[config.mk]
export PLATFORM = sky130hd
export DESIGN_NAME = vxe_txnreqd_decoder
export DESIGN_NICKNAME = d
export VERILOG_FILES = /design/src/rtl/vxe_txnreqd_decoder_pkg.sv /design/src/rtl/vxe_txnreqd_fifo.sv /design/src/rtl/vxe_txnreqd_decoder.sv
export SDC_FILE = /design/constraint.sdc
export NUM_CORES = 1
export LEC_CHECK = 0
export BUFFER_PORTS_ARGS = -buffer_cell sky130_fd_sc_hd__buf_2
export CORE_MARGIN = 8
export CORE_UTILIZATION = 60
export DETAILED_ROUTE_END_ITERATION = 8
export GPL_ROUTABILITY_DRIVEN = 0
export MAX_ROUTING_LAYER = met4
export PLACE_DENSITY = 0.94
export SLEW_MARGIN = 15
export SYNTH_ARGS = -nofsm -noshare
export SYNTH_HDL_FRONTEND = slang
export SYNTH_SLANG_ARGS = --single-unit
export TNS_END_PERCENT = 100
[constraint.sdc]
create_clock -name clk -period 6.4 [get_ports clk]
set_input_delay 0 -clock clk [delete_from_list [all_inputs] [get_ports clk]]
set_output_delay 0 -clock clk [all_outputs]
set_load 0.05 [all_outputs]
[src/rtl/vxe_txnreqd_decoder_pkg.sv]
// Shared definitions for the request-data receive path: vector field positions,
// FSM state encoding and the layout of one buffered beat.
package vxe_txnreqd_decoder_pkg;

    localparam int REQD_VEC_W   = 72;
    localparam int REQD_DAT_LSB = 0;
    localparam int REQD_DAT_MSB = 63;
    localparam int REQD_BEN_LSB = 64;
    localparam int REQD_BEN_MSB = 71;

    typedef enum logic {
        ST_IDLE  = 1'b0,
        ST_BURST = 1'b1
    } reqd_state_e;

    typedef struct packed {
        logic        last;
        logic [7:0]  ben;
        logic [63:0] data;
    } reqd_entry_t;

endpackage

[src/rtl/vxe_txnreqd_fifo.sv]
// Generic synchronous first-word-fall-through FIFO. The head entry is read
// combinationally so a pushed word is visible the cycle after the push edge.
module vxe_txnreqd_fifo #(
    parameter int DATA_W = 8,
    parameter int DEPTH  = 4
) (
    input  logic                     clk,
    input  logic                     rst,
    input  logic                     push_i,
    input  logic [DATA_W-1:0]        wdata_i,
    input  logic                     pop_i,
    output logic [DATA_W-1:0]        rdata_o,
    output logic                     full_o,
    output logic                     empty_o,
    output logic [$clog2(DEPTH):0]   count_o
);

    localparam int PTR_W = $clog2(DEPTH);

    logic [DATA_W-1:0] mem_q [DEPTH];
    logic [PTR_W-1:0]  wr_ptr_q, wr_ptr_d;
    logic [PTR_W-1:0]  rd_ptr_q, rd_ptr_d;
    logic [PTR_W:0]    count_q, count_d;
    logic              push_ok;
    logic              pop_ok;

    assign full_o  = (count_q == (PTR_W + 1)'(DEPTH));
    assign empty_o = (count_q == '0);
    assign count_o = count_q;
    assign rdata_o = mem_q[rd_ptr_q];

    // No pass-through when full: a push is refused even if a pop frees a slot this cycle.
    assign push_ok = push_i & ~full_o;
    assign pop_ok  = pop_i & ~empty_o;

    generate
        for (genvar gi = 0; gi < DEPTH; gi++) begin : g_entry
            always_ff @(posedge clk) begin
                if (push_ok && (wr_ptr_q == PTR_W'(gi))) begin
                    mem_q[gi] <= wdata_i;
                end
            end
        end
    endgenerate

    always_comb begin
        wr_ptr_d = wr_ptr_q;
        rd_ptr_d = rd_ptr_q;
        count_d  = count_q;
        if (push_ok) begin
            wr_ptr_d = wr_ptr_q + 1'b1;
        end
        if (pop_ok) begin
            rd_ptr_d = rd_ptr_q + 1'b1;
        end
        case ({push_ok, pop_ok})
            2'b10:   count_d = count_q + 1'b1;
            2'b01:   count_d = count_q - 1'b1;
            default: count_d = count_q;
        endcase
    end

    always_ff @(posedge clk) begin
        if (rst) begin
            wr_ptr_q <= '0;
            rd_ptr_q <= '0;
            count_q  <= '0;
        end else begin
            wr_ptr_q <= wr_ptr_d;
            rd_ptr_q <= rd_ptr_d;
            count_q  <= count_d;
        end
    end

endmodule

[src/rtl/vxe_txnreqd_decoder.sv]
// Request-data channel receiver: splits incoming vectors into data and byte
// enables, tags the final beat of each burst and buffers beats for the write sink.
module vxe_txnreqd_decoder
    import vxe_txnreqd_decoder_pkg::*;
#(
    parameter int DEPTH = 4,
    parameter int LEN_W = 4
) (
    input  logic                  clk,
    input  logic                  rst,
    input  logic [LEN_W-1:0]      i_len,
    input  logic                  i_len_vld,
    output logic                  o_len_rdy,
    input  logic [REQD_VEC_W-1:0] i_req_vec_dat,
    input  logic                  i_vld,
    output logic                  o_rdy,
    output logic [63:0]           o_data,
    output logic [7:0]            o_ben,
    output logic                  o_last,
    output logic                  o_vld,
    input  logic                  i_rd,
    output logic                  o_zben,
    output logic                  o_busy
);

    reqd_state_e       state_q, state_d;
    logic [LEN_W-1:0]  cnt_q, cnt_d;
    logic              zben_q, zben_d;

    reqd_entry_t       push_entry;
    reqd_entry_t       head_entry;
    logic              fifo_full;
    logic              fifo_empty;
    logic [$clog2(DEPTH):0] fifo_count;
    logic              push;

    assign push_entry.last = (cnt_q == '0);
    assign push_entry.ben  = i_req_vec_dat[REQD_BEN_MSB:REQD_BEN_LSB];
    assign push_entry.data = i_req_vec_dat[REQD_DAT_MSB:REQD_DAT_LSB];

    assign push = i_vld & o_rdy;

    vxe_txnreqd_fifo #(
        .DATA_W ($bits(reqd_entry_t)),
        .DEPTH  (DEPTH)
    ) u_fifo (
        .clk     (clk),
        .rst     (rst),
        .push_i  (push),
        .wdata_i (push_entry),
        .pop_i   (i_rd),
        .rdata_o (head_entry),
        .full_o  (fifo_full),
        .empty_o (fifo_empty),
        .count_o (fifo_count)
    );

    always_comb begin
        state_d   = state_q;
        cnt_d     = cnt_q;
        zben_d    = zben_q;
        o_len_rdy = 1'b0;
        o_rdy     = 1'b0;
        case (state_q)
            ST_IDLE: begin
                o_len_rdy = 1'b1;
                if (i_len_vld) begin
                    cnt_d   = i_len;
                    state_d = ST_BURST;
                end
            end
            ST_BURST: begin
                o_rdy = ~fifo_full;
                // The push of the final beat leaves BURST; the next length waits a cycle in IDLE.
                if (i_vld && !fifo_full) begin
                    if (cnt_q == '0) begin
                        state_d = ST_IDLE;
                    end else begin
                        cnt_d = cnt_q - 1'b1;
                    end
                    if (push_entry.ben == 8'h00) begin
                        zben_d = 1'b1;
                    end
                end
            end
            default: state_d = ST_IDLE;
        endcase
    end

    always_ff @(posedge clk) begin
        if (rst) begin
            state_q <= ST_IDLE;
            cnt_q   <= '0;
            zben_q  <= 1'b0;
        end else begin
            state_q <= state_d;
            cnt_q   <= cnt_d;
            zben_q  <= zben_d;
        end
    end

    assign o_vld  = ~fifo_empty;
    assign o_data = o_vld ? head_entry.data : '0;
    assign o_ben  = o_vld ? head_entry.ben  : '0;
    assign o_last = o_vld ? head_entry.last : 1'b0;
    assign o_zben = zben_q;
    assign o_busy = (state_q == ST_BURST) | (fifo_count != '0);

endmodule
# ---- Yosys cells after proc, flatten, opt, wreduce, memory -nomap -nowiden
# Memories as Yosys holds them, arrays and structs flattened. A register that Yosys moved wholly into a read port is not among the register bits.
# Cells that the tools add are included.
dict set report word_totals {
  ramBits 292
  reg_bits 13
  output_inout_bits 78
  n_memories 1
  word_cells 78
}
dict set report op_classes {
  eq_ne 9
  bitwise 7
  add_sub_neg 5
  n_reduce_logical 17
  mux 33
}
# memory words word_bits rd rd_ports_with_merged_regs write_ports line_no
set mem_list {}
lappend mem_list {u_fifo.mem_q 4 73 1 1 1 vxe_txnreqd_fifo.sv:20} ;# logic [DATA_W-1:0] mem_q [DEPTH];
# operator count
set op_table {}
lappend op_table {{$mux W73} 3}
lappend op_table {{$reduce_or A73 Y1} 3}
lappend op_table {{$mux W64} 1}
lappend op_table {{$mux W1} 17}
lappend op_table {{$mux W4} 3}
lappend op_table {{$mux W2} 5}
lappend op_table {{$logic_not A8 Y1} 1}
lappend op_table {{$mux W8} 1}
lappend op_table {{$pmux W4 S2} 1}
lappend op_table {{$eq A2 B2 Y1 const B} 3}
lappend op_table {{$pmux W3 S2} 1}
lappend op_table {{$reduce_and A3 Y1} 2}
lappend op_table {{$logic_and A1 B1 Y1} 5}
lappend op_table {{$add A2 B1 Y2 const B} 2}
lappend op_table {{$eq A2 B1 Y1 const B} 2}
lappend op_table {{$logic_not A4 Y1} 1}
lappend op_table {{$ne A2 B2 Y1 const B} 2}
lappend op_table {{$sub A4 B1 Y4 const B} 1}
lappend op_table {{$add A3 B1 Y3 const B} 1}
lappend op_table {{$and A1 B1 Y1} 3}
lappend op_table {{$eq A3 B3 Y1 const B} 1}
lappend op_table {{$logic_not A3 Y1} 1}
lappend op_table {{$not A1 Y1} 3}
lappend op_table {{$reduce_bool A3 Y1} 1}
lappend op_table {{other kinds (7)} 7}

# ---- Depth between registers and ports, before layout
# Gate-level depths: netlist of the first run.
dict set report logic_depth {
  ltp_word 12
  depth_mapped 9
  mapped_depth_nobuf 9
}

# ---- Modules after synthesis
# From an unflattened synthesis of the first run, not the netlist that was laid out.
dict set report hier_totals {
  cells_unflattened 558
  area_unflattened_um2 11961.5
}
# mod area_per_inst_um2 cells_per_inst seq_area_each_um2 n_inst
set modules_own_cells {}
lappend modules_own_cells {vxe_txnreqd_fifo 11083.1 435 8948.6 1}
lappend modules_own_cells {vxe_txnreqd_decoder 878.3 123 120.1 1}

# ---- Worst setup path after synthesis of the first run
# Ideal clock, no wire load.
dict set report synth_path {
  path_kind {reg-to-reg}
  from {register state_q}
  to {memory u_fifo.mem_q[0][0] in the netlist's numbering, enable pin}
  period_less_slack_ns 2.943
  setup_time_ns 0.439
  arrival_ns 2.503
  path_slack_ns 3.457
  path_stages_with_launch 4
  path_cell_list {dfxtp_1 buf_4 and2_0 and3_1}
}
dict set report synth_via {
  elab_chain_len 10
  word_cells_on_any_way 24
  cone_classes {mux (15); bitwise (2); reduce/logical (7)}
}
# element line_no
set synth_rtl {}
lappend synth_rtl {{start: declaration} vxe_txnreqd_decoder.sv:26} ;# reqd_state_e state_q, state_d;
lappend synth_rtl {{start signal: assignment} vxe_txnreqd_decoder.sv:96} ;# state_q <= state_d;
lappend synth_rtl {{$mux W1 *} vxe_txnreqd_decoder.sv:64} ;# case (state_q)
lappend synth_rtl {{$and A1 B1 Y1 *} vxe_txnreqd_decoder.sv:41} ;# assign push = i_vld & o_rdy;
lappend synth_rtl {{$and A1 B1 Y1 *} vxe_txnreqd_fifo.sv:33} ;# assign push_ok = push_i & ~full_o;
lappend synth_rtl {{$logic_and A1 B1 Y1} vxe_txnreqd_fifo.sv:39} ;# if (push_ok && (wr_ptr_q == PTR_W'(gi))) begin
lappend synth_rtl {{$mux W1} vxe_txnreqd_fifo.sv:39}
lappend synth_rtl {{$mux W1 (not written as such)} vxe_txnreqd_fifo.sv:40} ;# mem_q[gi] <= wdata_i;
lappend synth_rtl {{$reduce_or A73 Y1 (no line)} -}
lappend synth_rtl {{$mux W2 (no line) / $mux W1 (equally long branches) (3 in series)} -}
lappend synth_rtl {{end: declaration} vxe_txnreqd_fifo.sv:20}
# Mark *: on every way between the ends. The rest lies on a longest branch, timed or not.

==> results of run 1 <==
-- path summary, 6_finish.rpt --
check / from / endpoint / slack (ps)
hold reg to reg: o_zben / o_zben / 530
setup reg to reg: state_q / u_fifo.mem_q[0][38] / 3920
setup / recovery: register / o_data[33] / 3280
hold / removal: i_req_vec_dat[5] / u_fifo.mem_q[1][5] / 210
-- metal layers --
metal / part of all wire [%] / track usage, % / up-vias
met1: 38 / 24.9 / 3160
met4: 2.2 / 5.63 / 0
met5: 0 / - / -
met2: 53 / 36.3 / 280
li1: - / - / 2734
met3: 6.4 / 4.00 / 44
-- sequential cells by signal (all words and copies together) (netlist names), named ones only --
| signal | flops |
|---|---|
| u_fifo.mem_q | 292 |
| cnt_q | 4 |
| u_fifo.count_o | 3 |
| u_fifo.rd_ptr_q | 2 |
| u_fifo.wr_ptr_q | 2 |
| o_zben | 1 |
| state_q | 1 |
-- repair_timing --
item / in CTS / in global routing
resized for setup: 0 / 0
hold buffers: 82 / 0
endpoints found under the hold margin: 303 / 0
-- cell type report --
class / instances / area, um2
inverter: 11 / 41.3
fill: 1067 / 4780
multi-input combinational: 214 / 2620
timing repair buffer: 242 / 1630
sequential: 307 / 9080
clock inverter: 9 / 43.8
clock buffer: 42 / 877
antenna: 3 / 7.51
tap: 265 / 332
-- power breakdown --
| group | leakage (nW) | internal [W] | total [W] | switching, W |
|---|---|---|---|---|
| Sequential | 2.76 | 0.00226 | 0.00235 | 0.0000923 |
| Clock | 0.458 | 0.000944 | 0.00162 | 0.000677 |
| Combinational | 1.89 | 0.000543 | 0.00168 | 0.00114 |
-- cell usage in the layout, fill, tap and decap left out, types with 4 or more instances in the layout --
master and instances:
mux4_2 73, clkinv_1 4, dfxtp_1 13, nand2b_1 5
clkbuf_1 5, dlygate4sd3_1 82, nor2_1 13, edfxtp_1 292
a21oi_1 5, clkbuf_8 6, clkinv_2 4, inv_1 11
and3_4 4, buf_2 158, and2_1 73, xor2_1 4
ha_1 6, clkbuf_16 31
-- critical path: stages, from the launching register on --
cell and delay [ps]:
dfxtp_4 820, buf_4 710, mux4_2 600, and2_1 190, buf_2 210
-- kinds of logic after synthesis --
family,count (synthesis),synth area share (%)
buffers and inverters,39,1.52
muxes,77,14.2
AOI/OAI and AO/OA,17,1.01
and+or+nand+nor,108,5.49
DFF,307,76.6
xor gates and xnor gates,5,0.370
adders and majority gates,7,0.803
-- through the flow --
| stage | cells | power [W] | hold slack, ps | utilization [%] |
|---|---|---|---|---|
| detailed placement | 957 | 0.00404 | 218 | 66.4 |
| floorplan | 560 | 0.00366 | 98.9 | - |
| finish | 1093 | 0.00565 | 213 | 75.4 |
| CTS | 1090 | 0.00569 | 196 | 75.3 |
| global route | 1092 | 0.00585 | 207 | 75.4 |
| global placement | 957 | 0.00399 | 210 | 66.4 |
==> results.toml, run 1 <==
[synthesis]
yosys-top-cells-area = "edfxtp_1 (74%), mux4_2 (14%), and2_1 (3.9%), dfxtp_1 (2.5%), ha_1 (0.63%)"
synth.largest_area_cell = "edfxtp_1"
area_share_of_the_leading_cell_type_in_the_synthesized_netlist_pct = 74.0
synth-edff-count = 292
yosys.cell_types.count = 37
synth_async_sr_flop_share_pct = 0
syn_area_um2 = 11800
synthCells = 560
synth-seq-cells = 307
ys.warnings.count = 0
synthFlopType = "edfxtp_1"
synthMostInstantiatedCell = "edfxtp_1"
synth_top_cells_by_count = "edfxtp_1 (292), and2_1 (73), mux4_2 (73)"
postSynthAreaPerCell_um2 = 21.1
mappedNetlistNets = 648
synth-seq-area-share_pct = 76.6

[clock_tree]
clock_tree.htree_level_count = 1
postCtsSetupBuffers = 0
cts-buffers-inserted = 29
clk_root_buf = "clkbuf_16"
clock_sink_count = 307
clock_tree_from_tritoncts = "yes"
clock_insertion_delay_worst_skew_ps = 540
cts_max_path_buffers = 3
clkTransAtPathRegs_ps = 60

[finish]
final_cell_area_um2 = 14600
layout.nets = 893
area_growth_syn_to_layout_pct = 23.4
post_route_cells_drive_above_1_share_pct = 34.7

[place]
buffer_ports.inserted = 158
place_worst_setup_slack_ps = 3730
dp_hpwl_mm = 13.9
dpl_cell_area_um2 = 12900

[timing]
post-route-worst-setup-slack_ps = 3280
totalNegativeSetupSlack_ps = 0
setup_viol_count_final = 0
finalMaxSlewViolations = 0
post-route-period-util_pct = 48.7
slew_headroom_pct = 23.3
clock_skew_ps = 24.7
worst_pin_slew_ps = 1150
layout_min_cycle_time_ps = 3120
finalHoldViolations = 0
peak_freq_ghz = 0.321
grt_setup_unrepaired = "no"

[global_routing]
grt.overflow.total = 0
largest_net_degree_at_the_start_of_global_routing = 74
first_pass_grt_wire_length_mm = 38.2
first_global_vias = 6940
grt_antenna_before_repair = 2
grt.total_usage_pct = 20.9

[critical_path]
critPathArrivalTime_ps = 3120
worst-endpoint-required_ps = 6400
critical_path_peak_fanout = 38
timing.reg2reg.worst_path_depth = 2
start_kind = "register"
timing.critical_path.to_type = "primary output"
timing.setup.critical_path_class = "register to primary output"

[status]
run_status = "complete, no violations"

[floorplanning]
die_outline_area_um2 = 24500
design.core.area_um2 = 19400
rows = 51
io-pin-count = 159
initial_core_utilization_pct = 61.1
die_x_um = 157
die-height_um = 157

[drt]
vias = 6218
initialDrtViolationCount = 374
per_cell_via_count_in_the_routed_design = 5.69
final_wirelength_mm = 24.8
first_pass_iters = 5
count_of_antenna_violating_nets_left_after_detailed_routing = 0
post_drt_wl_per_cell_um = 22.6
drc_errors = 0

[min_path]
path_type_of_the_worst_min_delay_path = "input pin to register"
whs_path_depth = 2

[pwr]
max-vdd-ir-drop_mv = 0.326
power_density_cells_nw_per_um2 = 387
power.leakage_nw = 5.11

[flow_run]
cap_viol_max_count = 0
Note: power is estimated with default switching activity, not from simulation.
==> run 2: changes to the inputs <==
- ABC_AREA: unset -> 1
- CORE_UTILIZATION: 60 -> 57
- PLACE_DENSITY: 0.94 -> 0.9
- clock period: 6.4 -> 2.95 ns (I/O delays scaled with it)
==> results.toml, run 2 <==
[timing]
finalHoldViolations = 0
layout_min_cycle_time_ps = 2410
post-route-period-util_pct = 81.7
slew_headroom_pct = 38.0
setup_viol_count_final = 0
holdWs_ps = 102
peak_freq_ghz = 0.415
grt_setup_unrepaired = "no"
post-route-worst-setup-slack_ps = 539
totalNegativeSetupSlack_ps = 0
clock_skew_ps = 13.0
worst_pin_slew_ps = 930
finalMaxSlewViolations = 0

[drt]
detailroute.wirelength.met3_mm = 2.37
final_wirelength_mm = 28.7
detail_route.wirelength.met1_mm = 11.0
post_drt_wl_per_cell_um = 19.0
initialDrtViolationCount = 855
per_cell_via_count_in_the_routed_design = 5.53
count_of_antenna_violating_nets_left_after_detailed_routing = 0
route.met2.wl_mm = 14.7
highest-signal-layer = "met4"
first_pass_iters = 5
drc_errors = 0
vias = 8389

[synthesis]
synth_async_sr_flop_share_pct = 0
synth-seq-cells = 307
ys.warnings.count = 0
syn_area_um2 = 12200
synthFlopType = "edfxtp_1"
postSynthAreaPerCell_um2 = 12.3
yosys-top-cells-area = "edfxtp_1 (72%), nor2_1 (9.8%), o21ai_0 (5.8%), a21oi_1 (3.4%), dfxtp_1 (2.5%)"
mappedNetlistNets = 1076
synth.largest_area_cell = "edfxtp_1"
synth-edff-count = 292
synthMostInstantiatedCell = "nor2_1"
synth_top_cells_by_count = "nor2_1 (318), edfxtp_1 (292), o21ai_0 (140)"
synthCells = 988
area_share_of_the_leading_cell_type_in_the_synthesized_netlist_pct = 72.1
synth-seq-area-share_pct = 74.6
yosys.cell_types.count = 22

[finish]
regMostFlops = "u_fifo.mem_q"
number_of_flip_flops_in_the_largest_register = 292
area_growth_syn_to_layout_pct = 22.5
layout.nets = 1308
layout.cells.most_common = "nor2_1"
nFillCells = 1318
most-common-layout-cells = "nor2_1 (314), edfxtp_1 (292), buf_2 (158)"
post_layout_nonfiller_instances = 1516
regArea_um2 = 9070
multiInputGateArea_um2 = 2670
post_route_cells_drive_above_1_share_pct = 18.2

[floorplanning]
design.core.area_um2 = 21000
io-pin-count = 159
initial_core_utilization_pct = 58.0
die_x_um = 162
rows = 53
die-height_um = 162
die_outline_area_um2 = 26300

[global_routing]
grt.overflow.total = 0
first_global_vias = 8413
first_pass_grt_wire_length_mm = 44.2
grt.total_usage_pct = 21.9
largest_net_degree_at_the_start_of_global_routing = 113
grt_antenna_before_repair = 1

[place]
place_worst_setup_slack_ps = 972
buffer_ports.inserted = 158
placed_cells = 1383
dp_hpwl_mm = 15.6

[pwr]
finalPower_w = 0.0119
power_density_cells_nw_per_um2 = 796
max-vdd-ir-drop_mv = 0.827
power.leakage_nw = 5.55

[flow_run]
cap_viol_max_count = 0

[clock_tree]
clkTransAtPathRegs_ps = 60
cts_max_path_buffers = 3
postCtsHoldBufs = 81
clk_root_buf = "clkbuf_16"
clock_sink_count = 307
clock_tree_from_tritoncts = "yes"
postCtsSetupBuffers = 0
clock_insertion_delay_worst_skew_ps = 530
clock_tree.htree_level_count = 1
post_cts.resized_instances = 0
cts-buffers-inserted = 29

[critical_path]
critPathArrivalTime_ps = 2410
critical_path_peak_fanout = 43
start_kind = "register"
timing.critical_path.to_type = "primary output"
timing.setup.critical_path_class = "register to primary output"
worst-endpoint-required_ps = 2950

[min_path]
path_type_of_the_worst_min_delay_path = "input pin to register"

[status]
run_status = "complete, no violations"
==> run 2: cell count changes after synthesis, moves of 5 or more <==
cell,before,now
a21oi_1,5,83
and2_1,73,0
buf_2,3,17
buf_6,0,12
inv_1,11,22
mux4_2,73,0
nand2_1,1,30
nand2b_1,5,0
nor2_1,13,318
o21ai_0,3,140
o21ai_1,0,14
==> run 2: through the flow <==
step / utilization [%] / cell area (um2)
2_1_floorplan: - / 12200
3_3_place_gp: 62.8 / 13200
3_5_place_dp: 62.8 / 13200
4_1_cts: 71.1 / 14900
5_1_grt: 71.1 / 14900
6_report: 71.1 / 14900
==> run 2: path summary, 6_finish.rpt <==
kind | endpoint | cells past startpoint | slack, ps | from
max | o_ben[0] | 6 | 540 | register
min | u_fifo.wr_ptr_q[1] | 5 | 100 | i_vld
max reg2reg | cnt_q[3] | 9 | 900 | cnt_q[0]
min reg2reg | u_fifo.rd_ptr_q[0] | 1 | 490 | u_fifo.rd_ptr_q[0]
==> run 2: layout make-up <==
class	count	share of cell area, %
Timing Repair Buffer	256	11.9
Clock inverter	13	1.14
Multi-Input combinational cell	600	17.9
Clock buffer	38	5.10
Inverter	26	0.664
Sequential cell	307	60.9
Tap cell	275	2.31
Antenna cell	1	0.0168
==> run 2: routing by layer <==
layer / global-route usage [%] / vias up
met1: 25.9 / 3994
met5: - / -
met3: 4.07 / 57
met4: 6.57 / 0
li1: - / 3923
met2: 37.8 / 415
==> run 2: power by group <==
| group | total, W | internal [W] | switching [W] |
|---|---|---|---|
| clock | 0.00363 | 0.00216 | 0.00148 |
| sequential | 0.00496 | 0.00490 | 0.0000659 |
| combinational | 0.00326 | 0.000727 | 0.00254 |
| total | 0.0119 | 0.00778 | 0.00408 |
==> run 2: worst max-delay path: stages (launching register included) <==
cell,delay [ps]
dfxtp_4,510
buf_4,450
nor2_1,90
nor2_1,120
o21ai_0,160
a21oi_1,230
buf_2,300
==> run 2: cells by family after synthesis <==
kind of cell / after synthesis / share of synthesized area [%]
buffers and inverters: 81 / 3.74
AOI/OAI and AO/OA: 238 / 9.82
adders and majority gates: 7 / 0.782
DFF: 307 / 74.6
and+or+nand+nor: 354 / 11.0
xor gates and xnor gates: 1 / 0.0721
==> run 3: changes to the inputs <==
- CORE_UTILIZATION: 57 -> 52
- PLACE_DENSITY: 0.9 -> 0.87
- clock period: 2.95 -> 2.08 ns (I/O delays scaled with it)
==> results.toml, run 3 (synthesis results as in run 2) <==
[status]
run_status = "complete, no violations"

[drt]
count_of_antenna_violating_nets_left_after_detailed_routing = 0
final_wirelength_mm = 31.6
first_pass_iters = 5
vias = 8735
drc_errors = 0
per_cell_via_count_in_the_routed_design = 5.56
initialDrtViolationCount = 865
post_drt_wl_per_cell_um = 20.1

[critical_path]
timing.setup.critical_path_class = "register to primary output"
critical_path.cell_chain = "buf_6 > inv_8 > clkbuf_16 > o21ai_0 > a21oi_1 > buf_2"
worst-path-buf-inv = 4
slowest_stage = "dfxtp_4"
timing.critical_path.max_delay_family = "buffers and inverters"
worst-endpoint-required_ps = 2080
critPathArrivalTime_ps = 2070
timing.critical_path.to_type = "primary output"
crit_path_max_incr_delay_ps = 380
critical_path_peak_fanout = 28
start_kind = "register"

[global_routing]
grt.overflow.total = 0
largest_net_degree_at_the_start_of_global_routing = 74
first_pass_grt_wire_length_mm = 46.5
grt.total_usage_pct = 21.3
first_global_vias = 8762
grt_antenna_before_repair = 1

[place]
dp_hpwl_mm = 15.8
placed_cells = 1430
buffer_ports.inserted = 158

[finish]
most-common-layout-cells = "nor2_1 (313), edfxtp_1 (292), o21ai_0 (139)"
area_growth_syn_to_layout_pct = 27.7
layout.cells.most_common = "nor2_1"
post_layout_nonfiller_instances = 1572
layout.nets = 1324
post_route_cells_drive_above_1_share_pct = 19.7
number_of_flip_flops_in_the_largest_register = 292
regMostFlops = "u_fifo.mem_q"

[pwr]
max-vdd-ir-drop_mv = 0.847
power.leakage_nw = 5.72
power_density_cells_nw_per_um2 = 1120

[clock_tree]
clock_tree.htree_level_count = 1
clock_tree_from_tritoncts = "yes"
clk_root_buf = "clkbuf_16"
cts-buffers-inserted = 29
cts_max_path_buffers = 3
clock_insertion_delay_worst_skew_ps = 540
clkTransAtPathRegs_ps = 60
clock_sink_count = 307

[timing]
peak_freq_ghz = 0.483
layout_min_cycle_time_ps = 2070
holdWs_ps = 212
slew_headroom_pct = 72.7
post-route-period-util_pct = 99.6
grt_setup_unrepaired = "yes"
finalHoldViolations = 0
finalMaxSlewViolations = 0
clock_skew_ps = 18.2
worst_pin_slew_ps = 409
setup_viol_count_final = 0

[floorplanning]
rows = 56
initial_core_utilization_pct = 52.4
design.core.area_um2 = 23200
die_outline_area_um2 = 28500
io-pin-count = 159
die_x_um = 169
die-height_um = 169

[min_path]
path_type_of_the_worst_min_delay_path = "input pin to register"

[flow_run]
cap_viol_max_count = 0
-- run 3: timing repair --
item,CTS,global route
cloned,2,5
gates resized for setup,36,30
buffers inserted,5,0
pin swaps,2,5
hold endpoints to repair,303,0
hold buffers,82,0
endpoints found under the setup margin,72,45
-- run 3: metrics by stage --
stage	power [W]	worst slack (ps)	cell area, um2	setup TNS, ps	util, %
finish	0.0174	8.82	15500	0	66.9
global route	0.0180	-45.5	15500	-226	66.9
CTS	0.0170	18.8	15300	0	66.1
detailed placement	0.0118	241	13400	0	58.0
global placement	0.0117	273	13400	0	58.0
floorplan	0.0106	-36.2	12200	-5790	-
-- run 3: final timing paths --
kind                       from                  end  slack [ps]  cells after the start
max                    register           o_data[20]           9                      6
min           i_req_vec_dat[62]  u_fifo.mem_q[3][62]         210                      2
max reg2reg   u_fifo.count_o[2]    u_fifo.count_o[2]         100                     12
min reg2reg  u_fifo.wr_ptr_q[0]   u_fifo.wr_ptr_q[0]         500                      1
-- run 3: cell type report --
| cell class | count | area (um2) |
|---|---|---|
| Clock buffer | 37 | 756 |
| Sequential cell | 307 | 9080 |
| Timing Repair Buffer | 272 | 2380 |
| Antenna cell | 2 | 5.00 |
| Clock inverter | 9 | 95.1 |
| Inverter | 26 | 113 |
| Fill cell | 1512 | 7670 |
| Tap cell | 319 | 399 |
| Multi-Input combinational cell | 600 | 2690 |
-- run 3: worst register-to-register path, delay by kind of cell, from the launching register on --
kind / cells / cell delay [ps]
AO/OA/AOI/OAI: 2 / 220
flip-flops: 1 / 340
adder cells (fa/ha/maj): 2 / 560
AND/OR/NAND/NOR: 5 / 490
buffers and inverters: 3 / 300
-- run 3: layer usage --
layer | GRT usage, % | up-vias | share of wire [%]
met4 | 6.52 | 0 | 2.3
li1 | - | 3974 | -
met2 | 36.8 | 473 | 51
met1 | 25.7 | 4209 | 39
met5 | - | - | 0
met3 | 2.87 | 79 | 8.4
-- run 3: power breakdown --
| part | internal [W] | switching [W] | leakage [nW] |
|---|---|---|---|
| clock network | 0.00278 | 0.00208 | 0.416 |
| logic | 0.00158 | 0.00390 | 2.54 |
| registers | 0.00695 | 0.0000755 | 2.77 |
| total | 0.0113 | 0.00605 | 5.72 |
